`src/rtl/ctrl_link_pkg.sv`:
```
// Shared constants and types for the control-link master: comma symbol,
// completion status codes, FSM states and header bit layout.
package ctrl_link_pkg;

  localparam logic [7:0] COMMA = 8'hBC;

  typedef enum logic [1:0] {
    ST_OK         = 2'd0,
    ST_REMOTE_ERR = 2'd1,
    ST_TIMEOUT    = 2'd2,
    ST_LINK_DOWN  = 2'd3
  } status_e;

  typedef enum logic [1:0] {
    IDLE     = 2'd0,
    ACTIVE   = 2'd1,
    COMPLETE = 2'd2
  } state_e;

  // TX header is {seq, 2'b00, write, valid}; RX header is {seq, 2'b00, err, ack}
  localparam int HDR_VALID_BIT = 0;
  localparam int HDR_WRITE_BIT = 1;
  localparam int HDR_ACK_BIT   = 0;
  localparam int HDR_ERR_BIT   = 1;
  localparam int HDR_SEQ_LSB   = 4;

  function automatic logic [7:0] txHeader(input logic [3:0] seq, input logic write,
                                          input logic valid);
    logic [7:0] h;
    h = 8'h00;
    h[HDR_SEQ_LSB +: 4] = seq;
    h[HDR_WRITE_BIT]    = write;
    h[HDR_VALID_BIT]    = valid;
    return h;
  endfunction

endpackage

```
`src/rtl/ctrl_link_rx_deframer.sv`:
```
// Reassembles response frames (comma, header, data LSB-first) from the decoder
// byte stream and reports each complete frame with a one-cycle frameValid_o.
module ctrl_link_rx_deframer
  import ctrl_link_pkg::*;
#(
  parameter int DATA_W = 32
) (
  input  logic              clk_i,
  input  logic              rst_ni,
  input  logic              rxValid_i,
  input  logic [7:0]        rxByte_i,
  input  logic              rxK_i,
  input  logic              linkOk_i,
  output logic              frameValid_o,
  output logic [3:0]        frameSeq_o,
  output logic              frameAck_o,
  output logic              frameErr_o,
  output logic [DATA_W-1:0] frameData_o
);

  localparam int DB = DATA_W / 8;
  localparam int NR = 2 + DB;
  localparam int CW = $clog2(NR);
  localparam logic [CW-1:0] CNT_LAST = CW'(NR - 1);

  logic [CW-1:0]     cnt_q;
  logic [3:0]        seq_q;
  logic              ack_q;
  logic              err_q;
  logic [DATA_W-1:0] payload_q;
  logic [DATA_W-1:0] payloadNext;
  logic              frameValid_q;
  logic [3:0]        frameSeq_q;
  logic              frameAck_q;
  logic              frameErr_q;
  logic [DATA_W-1:0] frameData_q;

  always_comb begin
    payloadNext = payload_q;
    for (int i = 0; i < DB; i++) begin
      if (cnt_q == CW'(i + 2)) payloadNext[i*8 +: 8] = rxByte_i;
    end
  end

  // cnt_q == 0 means hunting for a comma; any comma restarts a frame
  always_ff @(posedge clk_i or negedge rst_ni) begin
    if (!rst_ni) begin
      cnt_q        <= '0;
      seq_q        <= '0;
      ack_q        <= 1'b0;
      err_q        <= 1'b0;
      payload_q    <= '0;
      frameValid_q <= 1'b0;
      frameSeq_q   <= '0;
      frameAck_q   <= 1'b0;
      frameErr_q   <= 1'b0;
      frameData_q  <= '0;
    end else begin
      frameValid_q <= 1'b0;
      if (!linkOk_i) begin
        cnt_q <= '0;
      end else if (rxValid_i) begin
        if (rxK_i) begin
          cnt_q <= (rxByte_i == COMMA) ? CW'(1) : '0;
        end else if (cnt_q == CW'(1)) begin
          seq_q <= rxByte_i[HDR_SEQ_LSB +: 4];
          ack_q <= rxByte_i[HDR_ACK_BIT];
          err_q <= rxByte_i[HDR_ERR_BIT];
          cnt_q <= CW'(2);
        end else if (cnt_q >= CW'(2)) begin
          payload_q <= payloadNext;
          if (cnt_q == CNT_LAST) begin
            frameValid_q <= 1'b1;
            frameSeq_q   <= seq_q;
            frameAck_q   <= ack_q;
            frameErr_q   <= err_q;
            frameData_q  <= payloadNext;
            cnt_q        <= '0;
          end else begin
            cnt_q <= cnt_q + CW'(1);
          end
        end
      end
    end
  end

  assign frameValid_o = frameValid_q;
  assign frameSeq_o   = frameSeq_q;
  assign frameAck_o   = frameAck_q;
  assign frameErr_o   = frameErr_q;
  assign frameData_o  = frameData_q;

endmodule

```
`src/rtl/ctrl_link_master_p.sv`:
```
// Control-link master: turns one request at a time into a repeating TX frame,
// waits for a matching RX response with timeout/retry, and reports a status.
module ctrl_link_master_p
  import ctrl_link_pkg::*;
#(
  parameter int ADDR_W      = 16,
  parameter int DATA_W      = 32,
  parameter int TIMEOUT_CYC = 1024,
  parameter int MAX_RETRY   = 3
) (
  input  logic              clk,
  input  logic              reset_n,
  input  logic              req_valid,
  output logic              req_ready,
  input  logic              req_write,
  input  logic [ADDR_W-1:0] req_addr,
  input  logic [DATA_W-1:0] req_wdata,
  output logic              resp_valid,
  output logic [DATA_W-1:0] resp_rdata,
  output logic [1:0]        resp_status,
  output logic              busy,
  input  logic              tx_en,
  output logic [7:0]        tx_byte,
  output logic              tx_k,
  input  logic              rx_valid,
  input  logic [7:0]        rx_byte,
  input  logic              rx_k,
  input  logic              link_ok
);

  localparam int AB = ADDR_W / 8;
  localparam int DB = DATA_W / 8;
  localparam int NT = 2 + AB + DB;
  localparam int PW = $clog2(NT);
  localparam int TW = $clog2(TIMEOUT_CYC + 1);
  localparam int RW = $clog2(MAX_RETRY + 2);
  localparam logic [PW-1:0] PTR_LAST   = PW'(NT - 1);
  localparam logic [TW-1:0] TIMER_LAST = TW'(TIMEOUT_CYC - 1);
  localparam logic [RW-1:0] RETRY_MAX  = RW'(MAX_RETRY);

  state_e            state_q;
  logic [3:0]        seq_q;
  logic [TW-1:0]     timer_q;
  logic [RW-1:0]     retry_q;
  logic              write_q;
  logic [ADDR_W-1:0] addr_q;
  logic [DATA_W-1:0] wdata_q;
  logic              ready_q;
  logic              busy_q;
  logic              respValid_q;
  logic [DATA_W-1:0] respRdata_q;
  status_e           respStatus_q;

  logic [PW-1:0]     txPtr_q;
  logic [7:0]        txByte_q, txByte_d;
  logic              txK_q, txK_d;
  logic [7:0]        snapHdr_q;
  logic [ADDR_W-1:0] snapAddr_q;
  logic [DATA_W-1:0] snapData_q;

  logic              frameValid;
  logic [3:0]        frameSeq;
  logic              frameAck;
  logic              frameErr;
  logic [DATA_W-1:0] frameData;

  ctrl_link_rx_deframer #(.DATA_W(DATA_W)) uDeframer (
    .clk_i        (clk),
    .rst_ni       (reset_n),
    .rxValid_i    (rx_valid),
    .rxByte_i     (rx_byte),
    .rxK_i        (rx_k),
    .linkOk_i     (link_ok),
    .frameValid_o (frameValid),
    .frameSeq_o   (frameSeq),
    .frameAck_o   (frameAck),
    .frameErr_o   (frameErr),
    .frameData_o  (frameData)
  );

  // Priority in ACTIVE: link loss, then matching response, then timeout
  always_ff @(posedge clk or negedge reset_n) begin
    if (!reset_n) begin
      state_q      <= IDLE;
      seq_q        <= '0;
      timer_q      <= '0;
      retry_q      <= '0;
      write_q      <= 1'b0;
      addr_q       <= '0;
      wdata_q      <= '0;
      ready_q      <= 1'b0;
      busy_q       <= 1'b0;
      respValid_q  <= 1'b0;
      respRdata_q  <= '0;
      respStatus_q <= ST_OK;
    end else begin
      respValid_q <= 1'b0;
      unique case (state_q)
        IDLE: begin
          ready_q <= 1'b1;
          if (req_valid && ready_q) begin
            write_q <= req_write;
            addr_q  <= req_addr;
            wdata_q <= req_wdata;
            seq_q   <= seq_q + 4'd1;
            timer_q <= '0;
            retry_q <= '0;
            ready_q <= 1'b0;
            busy_q  <= 1'b1;
            state_q <= ACTIVE;
          end
        end
        ACTIVE: begin
          if (!link_ok) begin
            state_q      <= COMPLETE;
            respValid_q  <= 1'b1;
            respStatus_q <= ST_LINK_DOWN;
            respRdata_q  <= '0;
          end else if (frameValid && frameAck && (frameSeq == seq_q)) begin
            state_q      <= COMPLETE;
            respValid_q  <= 1'b1;
            respStatus_q <= frameErr ? ST_REMOTE_ERR : ST_OK;
            respRdata_q  <= write_q ? '0 : frameData;
          end else if (timer_q == TIMER_LAST) begin
            if (retry_q < RETRY_MAX) begin
              retry_q <= retry_q + RW'(1);
              timer_q <= '0;
            end else begin
              state_q      <= COMPLETE;
              respValid_q  <= 1'b1;
              respStatus_q <= ST_TIMEOUT;
              respRdata_q  <= '0;
            end
          end else begin
            timer_q <= timer_q + TW'(1);
          end
        end
        COMPLETE: begin
          state_q <= IDLE;
          ready_q <= 1'b1;
          busy_q  <= 1'b0;
        end
        default: begin
          state_q <= IDLE;
        end
      endcase
    end
  end

  always_comb begin
    txByte_d = 8'h00;
    txK_d    = 1'b0;
    if (txPtr_q == '0) begin
      txByte_d = COMMA;
      txK_d    = 1'b1;
    end else if (txPtr_q == PW'(1)) begin
      txByte_d = snapHdr_q;
    end
    for (int i = 0; i < AB; i++) begin
      if (txPtr_q == PW'(2 + i)) txByte_d = snapAddr_q[i*8 +: 8];
    end
    for (int i = 0; i < DB; i++) begin
      if (txPtr_q == PW'(2 + AB + i)) txByte_d = snapData_q[i*8 +: 8];
    end
  end

  // Frame content is sampled only while the comma goes out, so a frame
  // never carries a mix of two requests
  always_ff @(posedge clk or negedge reset_n) begin
    if (!reset_n) begin
      txPtr_q    <= '0;
      txByte_q   <= 8'h00;
      txK_q      <= 1'b0;
      snapHdr_q  <= 8'h00;
      snapAddr_q <= '0;
      snapData_q <= '0;
    end else if (tx_en) begin
      txByte_q <= txByte_d;
      txK_q    <= txK_d;
      txPtr_q  <= (txPtr_q == PTR_LAST) ? '0 : txPtr_q + PW'(1);
      if (txPtr_q == '0) begin
        if (state_q == ACTIVE) begin
          snapHdr_q  <= txHeader(seq_q, write_q, 1'b1);
          snapAddr_q <= addr_q;
          snapData_q <= wdata_q;
        end else begin
          snapHdr_q  <= 8'h00;
          snapAddr_q <= '0;
          snapData_q <= '0;
        end
      end
    end
  end

  assign req_ready   = ready_q;
  assign busy        = busy_q;
  assign resp_valid  = respValid_q;
  assign resp_rdata  = respRdata_q;
  assign resp_status = respStatus_q;
  assign tx_byte     = txByte_q;
  assign tx_k        = txK_q;

endmodule

```
`config.mk`:
```
export PLATFORM = sky130hd
export DESIGN_NAME = ctrl_link_master_p
export DESIGN_NICKNAME = d
export VERILOG_FILES = /design/src/rtl/ctrl_link_pkg.sv /design/src/rtl/ctrl_link_rx_deframer.sv /design/src/rtl/ctrl_link_master_p.sv
export SDC_FILE = /design/constraint.sdc
export NUM_CORES = 1
export LEC_CHECK = 0
export ABC_AREA = 1
export BUFFER_PORTS_ARGS = -buffer_cell sky130_fd_sc_hd__buf_2
export CORE_MARGIN = 4
export CORE_UTILIZATION = 40
export DETAILED_ROUTE_END_ITERATION = 10
export GPL_TIMING_DRIVEN = 0
export PLACE_DENSITY = 0.58
export SETUP_SLACK_MARGIN = 0.15
export SLEW_MARGIN = 25
export SYNTH_ARGS = -nofsm -noshare
export SYNTH_HDL_FRONTEND = slang
export SYNTH_HIERARCHICAL = 1
export SYNTH_SLANG_ARGS = --single-unit
```
`constraint.sdc`:
```
create_clock -name clk -period 2.6 [get_ports clk]
set_clock_uncertainty 0.1 [all_clocks]
set_input_delay 0.26 -clock clk [delete_from_list [all_inputs] [get_ports clk]]
set_output_delay 0.26 -clock clk [all_outputs]
set_load 0.05 [all_outputs]
```
==> Word level (Yosys, flattened, before mapping) <==
Index checks and enable logic that the tools add are counted.
{ "totals": {"mem_bits_rw": 0, "output_inout_bits": 46, "input_bits": 64, "romBits": 0, "n_memories": 0, "latchBits": 0, "register_bits": 254, "word_cells": 149} }
{ "classes": {"reduce_logical": 18, "shift": 0, "eq_ne": 29, "n_div": 0, "order_cmp": 2, "n_addsub": 5, "mux": 65, "multipliers": 0, "bitwise": 2} }
{ "op_table": {"columns": ["op", "count"], "rows": [
  ["two-way mux 32 bit", 6],
  ["two-way mux 8 bit", 13],
  ["two-way mux 11 bit", 5],
  ["two-way mux 3 bit", 12],
  ["case mux 11 bit (2 select lines)", 1],
  ["equality test 3 bit (second input constant)", 6],
  ["two-way mux 1 bit", 16],
  ["two-way mux 16 bit", 1],
  ["two-way mux 2 bit", 7],
  ["equality test 3 x 2 -> 1 bit (second input constant)", 4],
  ["inequality test 2 bit (second input constant)", 6],
  ["AND reduction 6 bit", 2],
  ["adder 11 x 1 -> 11 bit (second input constant)", 1],
  ["equality test 11 x 10 -> 1 bit (second input constant)", 1],
  ["AND reduction 5 bit", 2],
  ["adder 3 x 1 -> 3 bit (second input constant)", 3],
  ["equality test 8 bit (second input constant)", 1],
  ["inequality test 4 bit (second input constant)", 2],
  ["AND reduction 2 bit", 4],
  ["equality test 3 x 1 -> 1 bit (second input constant)", 2],
  ["inequality test 3 bit (second input constant)", 2],
  ["case mux 3 bit (2 select lines)", 1],
  ["AND reduction 3 bit", 2],
  ["adder 4 x 1 -> 4 bit (second input constant)", 1],
  ["15 further kinds", 20]
]} }

==> Longest topological paths before layout <==
Gate-level depths: netlist (run 1).
{ "logic_depth": {"word_depth": 9, "mapped_depth": 14, "ltp_nobuf": 14} }

==> By module <==
The synthesis (run 1) kept the hierarchy.
{ "by_module_without_submodules": {"columns": ["mod", "area_each_um2", "seq_area_each_um2", "cells_per_inst", "instances"], "rows": [
  ["ctrl_link_master_p", 7876.3, 4304.1, 936, 1],
  ["ctrl_link_rx_deframer", 3213.1, 1801.7, 410, 1]
]} }

==> Least setup slack after synthesis (run 1) <==
OpenSTA, ideal clock, no wires.
{ "synth_timing": {"kind": "register to register", "from": "register txPtr_q[2]", "to": "register txByte_q[3], in the netlist tx_byte[3]", "synth_period_minus_slack_ps": 1834, "path_slack_ps": 766, "path_stages_with_launch": 12, "setup_time_ps": 118, "n_path_buf": 2, "arrival_time_ps": 1616, "t_required_ps": 2382, "path_cell_list": "dfrtp_1 -> buf_2 -> inv_1 -> ha_1 -> clkbuf_1 -> inv_1 -> o21ai_0 -> o21bai_1 -> nand3_1 -> nand2_1 -> nand2_1 -> nand2_1"} }
{ "synth_via": {"elab_chain_len": 9, "elab_cells_between_ends": 16, "classes_between": "7 x eq/ne; 8 x mux; 1 x reduce/logical"} }
{ "synth_rtl": {"columns": ["item", "line", "source"], "rows": [
  ["start, declared", "ctrl_link_master_p.sv:54", "logic [PW-1:0] txPtr_q;"],
  ["start signal, assigned", "ctrl_link_master_p.sv:180", "txPtr_q <= (txPtr_q == PTR_LAST) ? '0 : txPtr_q + PW'(1);"],
  ["equality test 3 x 1 -> 1 bit", "ctrl_link_master_p.sv:156", "end else if (txPtr_q == PW'(1)) begin"],
  ["two-way mux 8 bit", "ctrl_link_master_p.sv:156", null],
  ["two-way mux 8 bit", "ctrl_link_master_p.sv:153", "if (txPtr_q == '0) begin"],
  ["two-way mux 8 bit (2 in series)", "ctrl_link_master_p.sv:160", "if (txPtr_q == PW'(2 + i)) txByte_d = snapAddr_q[i*8 +: 8];"],
  ["two-way mux 8 bit (3 in series)", "ctrl_link_master_p.sv:163", "if (txPtr_q == PW'(2 + AB + i)) txByte_d = snapData_q[i*8 +: 8];"],
  ["two-way mux 8 bit *", "ctrl_link_master_p.sv:163", null],
  ["end signal, assigned", "ctrl_link_master_p.sv:178", "txByte_q <= txByte_d;"],
  ["end, declared", "ctrl_link_master_p.sv:55", "logic [7:0] txByte_q, txByte_d;"]
]} }
Every way passes the cells marked *; elsewhere a longest branch is shown, timed or not.
A chain may end at the register's enable or synchronous reset.

==> Worst setup path after layout (run 1) <==
{ "layout_timing": {"from": "register txPtr_q[2]", "to": "register txByte_q[1], in the netlist tx_byte[1]"} }
The elaborated chain is that of the path after synthesis.

==> impl_metrics.csv, run 1 <==
group,metric,value,unit
run_status,status,"finished clean",
synth,syn_area_per_cell,8.239,um^2
worst_setup_path,cp_slowest_stage_delay,0.34,ns
cts,cts_setup_buffers,0,
synth,netlist_top_cells_area,"dfrtp_1 (55%), nand2_1 (17%), nand3_1 (5.4%)",
final_layout,stdcell_area,0.01375,mm^2
floorplanning,start_util,40.92,%
placement,placed_cells,1830,
cts,cts_tree,"yes",
synth,ys_seq_area_share,55.06,%
final_layout,drive_above_1_share,16.78,%
global_routing,grt_usage,18.43,%
worst_setup_path,arrival,2.45,ns
final_layout,stdcell_count,1939,
worst_hold_path,hp-class,"input pin to flip-flop",
cts,path_clk_slew,0.06,ns
detailed_routing,ant_nets,0,
placement,globalplace.congestion,0.8866,
floorplanning,coreArea,0.02710,mm^2
worst_hold_path,hold_start,"link_ok",
detailed_routing,via_per_inst,4.668,
synth,synth.distinct_cells,37,
worst_setup_path,crit_top_cell,"nand2_1",
final_layout,register_area,0.006106,mm^2
worst_setup_path,start_kind,"flip-flop",
floorplanning,die_h,174.5,um
cts,clock_latency,0.53,ns
floorplanning,die_w,174.5,um
synth,syn_area,0.01109,mm^2
detailed_routing,routedWlPerCell,14.32,um
final_layout,synthToLayoutAreaGrowth,24.02,%
worst_setup_path,critical_path.max_fanout,10,
synth,synth_cells,1346,
placement,placed_cell_area,0.01219,mm^2
cts,clock_sinks,244,
final_layout,n_antenna_cell,0,
pwr,power_leakage,7.205,nW
cts,cts_root_buf,"clkbuf_16",
synth,synth_top_area_cell,"dfrtp_1",
final_layout,layout.nets,1622,
synth,yosys_warnings,6,
sta,max_freq,469.9,MHz
final_layout,post-route-util,50.75,%
worst_setup_path,slowest_stage,"dfrtp_1",
placement,portBuffers,109,
worst_setup_path,path_buf_inv,5,
worst_setup_path,path_cells,"buf_2, inv_1, ha_1, clkbuf_2, inv_1, nand2_1, inv_1, nand2_1, nand3_1, nand3_1, nand2_1, nand2_1, nand2_1, nand2_1",
detailed_routing,drc,0,
sta,finalHoldViolCount,0,
sta,rsz0062_at_grt,"false",
worst_setup_path,critPathLaunch,"txPtr_q[2]$_DFFE_PN0P_",
cts,cts_buffers,28,
worst_hold_path,holdPathEnd,"uDeframer/cnt_q[2]$_DFFE_PN0P_",
worst_setup_path,crit_family,"buffers and inverters",
global_routing,grt-ovfl-total,0,
sta,period_share,81.85,%
global_routing,grt_max_degree,75,
detailed_routing,num_vias,9052,
worst_setup_path,worstReg2RegEnd,"tx_byte[1]$_DFFE_PN0P_",
worst_hold_path,holdPathStages,3,
sta,drv_slew,0,
synth,ys_ff_latch,244,
floorplanning,dieArea,0.03045,mm^2
sta,finalSetupViolations,0,
final_layout,fill_cells,2600,
floorplanning,rows,60,
worst_setup_path,critPathKind,"flip-flop to flip-flop",
detailed_routing,drt-total-wl,27770,um
cts,cts.htree.levels,1,
worst_setup_path,r2r_setup_slack,0.47,ns
global_routing,grt_pass1_vias,9308,
sta,timing.hold.ws,0.02540,ns
synth,syn_nets,1420,
pwr,p_per_area,912.0,mW/mm^2
pwr,ir_drop,0.5173,mV
sta,fin_crit,2.128,ns
worst_setup_path,setup.worst_path.end_class,"flip-flop",
final_layout,multi_input_area,0.004021,mm^2
worst_setup_path,required,2.92,ns
floorplanning,ios,110,
detailed_routing,drt-pass1-iter-count,5,
detailed_routing,drtIter0Drc,521,
cts,cts_buffer_depth,3,
sta,slew_headroom,61.48,%
placement,dp_hpwl,19850,um
job,cap_violations,0,
global_routing,antenna_found_initial,0,
global_routing,grt_pass1_wl,46660,um
worst_setup_path,reg2regPathDepth,14,
sta,worst_pin_slew,0.5747,ns
synth,synth.top_cell.area_share,55.06,%
worst_setup_path,worstReg2RegStart,"txPtr_q[2]$_DFFE_PN0P_",
final cells by class:
cell class                 instances  share of cell area, %
buffer                            54                  2.420
inverter                         168                  4.585
tap                              372                  3.384
multi-input combinational        880                  29.24
timing repair buffer             172                  9.007
sequential                       244                  44.40
clock inverter                     9                 0.9552
clock buffer                      40                  6.013
Yosys cell counts (all sizes together):
| library cell | number |
|---|---|
| nand2 | 522 |
| dfrtp | 244 |
| inv | 168 |
| o21ai | 127 |
| nand3 | 122 |
| nor2 | 61 |
| buf | 42 |
| a21oi | 16 |
| clkbuf | 12 |
| ha | 10 |
| nor3 | 6 |
| xor2 | 4 |
| nand4 | 3 |
| o22ai | 2 |
| a21o | 1 |
| a22oi | 1 |
| a31oi | 1 |
| nor3b | 1 |
| o21bai | 1 |
| or2 | 1 |
| xnor2 | 1 |
cell families (layout without fill, tap and decap cells):
kind of cell	count (synthesis)	count (layout)	share of synthesized area, %
simple gates	716	716	26.88
flops	244	244	55.06
buf+inv	222	443	8.676
compound gates	149	149	7.864
fa+ha+maj	10	10	1.128
xor+xnor	5	5	0.3949
through the flow:
step           total power [mW]  setup TNS (ns)  setup WS, ns
2_1_floorplan             7.433               0        0.7664
3_3_place_gp              8.454         -822.30        -3.405
3_5_place_dp              8.531               0        0.3169
4_1_cts                   12.70               0        0.3097
5_1_grt                   13.38               0        0.2680
6_report                  12.54               0        0.4720
layer usage:
layer	global-route usage, %	vias to the layer above	routed length [um]
met5	0	-	0
met4	3.601	0	489
met3	2.697	37	1020
met2	33.21	150	13700
met1	23.76	4288	12570
li1	-	4577	-
report_power, final:
| group | switching, mW | total (mW) | internal (mW) |
|---|---|---|---|
| registers | 0.485 | 5.17 | 4.69 |
| logic | 2.31 | 3.34 | 1.04 |
| clock network | 1.54 | 4.03 | 2.49 |
| total | 4.33 | 12.5 | 8.22 |
layout by cell type, fill, tap and decap left out, types with 4 or more instances in the layout:
| cell type | n |
|---|---|
| buf_4 | 6 |
| nand2_2 | 8 |
| buf_2 | 133 |
| nand2_1 | 512 |
| o21ai_2 | 26 |
| inv_1 | 154 |
| o21ai_0 | 87 |
| xor2_1 | 4 |
| buf_6 | 10 |
| ha_1 | 10 |
| dfrtp_1 | 244 |
| clkbuf_16 | 29 |
| inv_2 | 14 |
| nor2_1 | 55 |
| a21oi_1 | 15 |
| dlygate4sd3_1 | 60 |
| clkbuf_8 | 6 |
| nand3_1 | 120 |
| nor3_1 | 4 |
| clkbuf_1 | 16 |
| o21ai_1 | 14 |
worst reg2reg max path: cells and delay by family (launching register included):
kind,cells,cell delay (ns)
buffers and inverters,5,0.76
AND/OR/NAND/NOR,8,0.61
flip-flops,1,0.34
adder cells (fa/ha/maj),1,0.22
state kept, by name, indices dropped and copies added (netlist names), 11 cells and up:
name / cells
uDeframer/payload_q: 24
resp_rdata: 32
uDeframer/frameData_o: 32
addr_q: 16
timer_q: 11
snapData_q: 32
wdata_q: 32
snapAddr_q: 16
worst max-delay path by stage:
stage,cells after the start,to,slack [ns]
finish,14,tx_byte[1]$_DFFE_PN0P_,0.47
global route,14,tx_byte[1]$_DFFE_PN0P_,0.27
CTS,14,tx_byte[1]$_DFFE_PN0P_,0.31
detailed placement,11,tx_byte[3]$_DFFE_PN0P_,0.32
global placement,1,resp_rdata[18]$_DFFE_PN0P_,-3.40
floorplan,11,tx_byte[3]$_DFFE_PN0P_,0.77
what timing repair did:
action	4_1_cts	5_1_grt
setup endpoints to repair	0	4
gates resized for setup	0	2
endpoints found under the hold margin	248	0
hold buffers	60	0
Note: power is estimated with default switching activity, not from simulation.
==> run 2, diff against run 1 <==
- clock period: 2.6 -> 2.05 ns (I/O delays scaled with it)
==> impl_metrics.csv, run 2 (synthesis results as in run 1) <==
group,metric,value,unit
floorplanning,start_util,40.92,%
worst_setup_path,required,2.37,ns
global_routing,grt_pass1_wl,46780,um
final_layout,synthToLayoutAreaGrowth,25.77,%
detailed_routing,drtIter0Drc,468,
detailed_routing,ant_nets,0,
floorplanning,ios,110,
global_routing,grt_max_degree,75,
sta,rsz0062_at_grt,"true",
floorplanning,die_h,174.5,um
final_layout,layout_common_cells,"nand2_1 (510), dfrtp_1 (244), inv_1 (150)",
worst_setup_path,start_kind,"flip-flop",
global_routing,antenna_found_initial,0,
placement,placed_cell_area,0.01219,mm^2
final_layout,drive_above_1_share,18.49,%
final_layout,fill_cells,2575,
detailed_routing,routedWlPerCell,14.33,um
sta,drv_slew,0,
sta,setup_ws,0.2188,ns
pwr,p_per_area,1159,mW/mm^2
final_layout,layout.nets,1629,
cts,cts_root_buf,"clkbuf_16",
detailed_routing,drt-pass1-iter-count,4,
sta,max_freq,546.1,MHz
cts,path_clk_slew,0.06,ns
placement,placed_cells,1830,
sta,period_share,89.33,%
cts,cts_tree,"yes",
floorplanning,rows,60,
detailed_routing,num_vias,9095,
floorplanning,dieArea,0.03045,mm^2
global_routing,grt_pass1_vias,9351,
floorplanning,coreArea,0.02710,mm^2
detailed_routing,drc,0,
sta,worst_pin_slew,0.5675,ns
worst_setup_path,setup.worst_path.end_class,"flip-flop",
cts,cts.htree.levels,1,
worst_setup_path,critPathKind,"flip-flop to flip-flop",
global_routing,grt-ovfl-total,0,
cts,clock_latency,0.53,ns
placement,portBuffers,109,
job,cap_violations,0,
cts,cts_buffer_depth,3,
floorplanning,die_w,174.5,um
global_routing,grt_usage,18.46,%
sta,timing.hold.ws,0.03016,ns
pwr,p_total,16.16,mW
placement,dp_slack,-0.2331,ns
sta,finalHoldViolCount,0,
cts,clock_sinks,244,
final_layout,stdcell_count,1946,
pwr,ir_drop,0.6556,mV
worst_setup_path,arrival,2.15,ns
sta,fin_crit,1.831,ns
cts,cts_buffers,28,
detailed_routing,drt-total-wl,27880,um
worst_hold_path,hp-class,"input pin to flip-flop",
sta,finalSetupViolations,0,
final_layout,n_antenna_cell,0,
final_layout,stdcell_area,0.01395,mm^2
final_layout,layout_commonest_cell,"nand2_1",
placement,dp_hpwl,19850,um
placement,globalplace.congestion,0.8866,
run_status,status,"finished clean",
pwr,power_leakage,7.265,nW
worst_setup_path,critical_path.max_fanout,9,
sta,slew_headroom,61.96,%
detailed_routing,via_per_inst,4.674,
## run 2: cell count changes in the layout (fill, tap and decap cells not counted), sizes merged
cell / previous run / this run
dlygate4sd3: 60 / 62
buf: 154 / 159
## run 2: routing by layer
layer  track usage, %  wire (um)  vias up
li1                 -          -     4596
met1            23.76      12450     4300
met2            33.19      13830      160
met3            2.719       1060       39
met4            3.863        535        0
met5                0          0        -
## run 2: cell type report
class | instances | area [um^2] | share of cell area, %
buffer | 54 | 356.6 | 2.557
sequential | 244 | 6106 | 43.78
inverter | 168 | 635.6 | 4.557
timing repair buffer | 179 | 1296 | 9.294
clock buffer | 40 | 827.0 | 5.930
clock inverter | 9 | 131.4 | 0.9420
multi-input combinational | 880 | 4129 | 29.60
tap | 372 | 465.4 | 3.337
## run 2: stage by stage
step                      utilization (%)  setup TNS, ns
after floorplan                         -              0
after global placement              44.65        -944.28
after detailed placement            44.99         -1.316
after CTS                           50.94              0
after global routing                51.46              0
final                               51.46              0
## run 2: power breakdown
part | switching, mW | internal [mW]
clock | 1.95 | 3.16
combinational | 3.01 | 1.46
sequential | 0.634 | 5.94
total | 5.60 | 10.6
## run 2: path summary, 6_finish.rpt
path | from | to | slack, ns | cells past startpoint
setup / recovery | txPtr_q[0]$_DFFE_PN0P_ | tx_byte[2]$_DFFE_PN0P_ | 0.22 | 11
hold / removal | rx_k | uDeframer/cnt_q[0]$_DFFE_PN0P_ | 0.03 | 7
setup reg to reg | txPtr_q[0]$_DFFE_PN0P_ | tx_byte[2]$_DFFE_PN0P_ | 0.22 | 11
hold reg to reg | uDeframer/err_q$_DFFE_PN0P_ | uDeframer/frameErr_o$_DFFE_PN0P_ | 0.37 | 2
max in group asynchronous | reset_n | resp_rdata[8]$_DFFE_PN0P_ | 0.75 | 4
min in group asynchronous | reset_n | addr_q[1]$_DFFE_PN0P_ | 0.08 | 2
## run 2: worst max-delay path, cell delays in order (launching register included)
cell     delay [ns]
dfrtp_1        0.42
inv_2          0.12
ha_4           0.16
nand2_2        0.12
inv_1          0.23
a21oi_1        0.06
o21ai_0        0.08
nand3_1        0.14
nand2_1        0.10
nand2_1        0.07
nand2_1        0.07
nand2_1        0.05
## run 2: timing repair
action	4_1_cts	5_1_grt
pin swaps	1	4
setup endpoints to repair	35	117
setup buffers	2	3
gates cloned	0	0
gates resized for setup	9	34
hold buffers	62	0
hold endpoints to repair	257	0
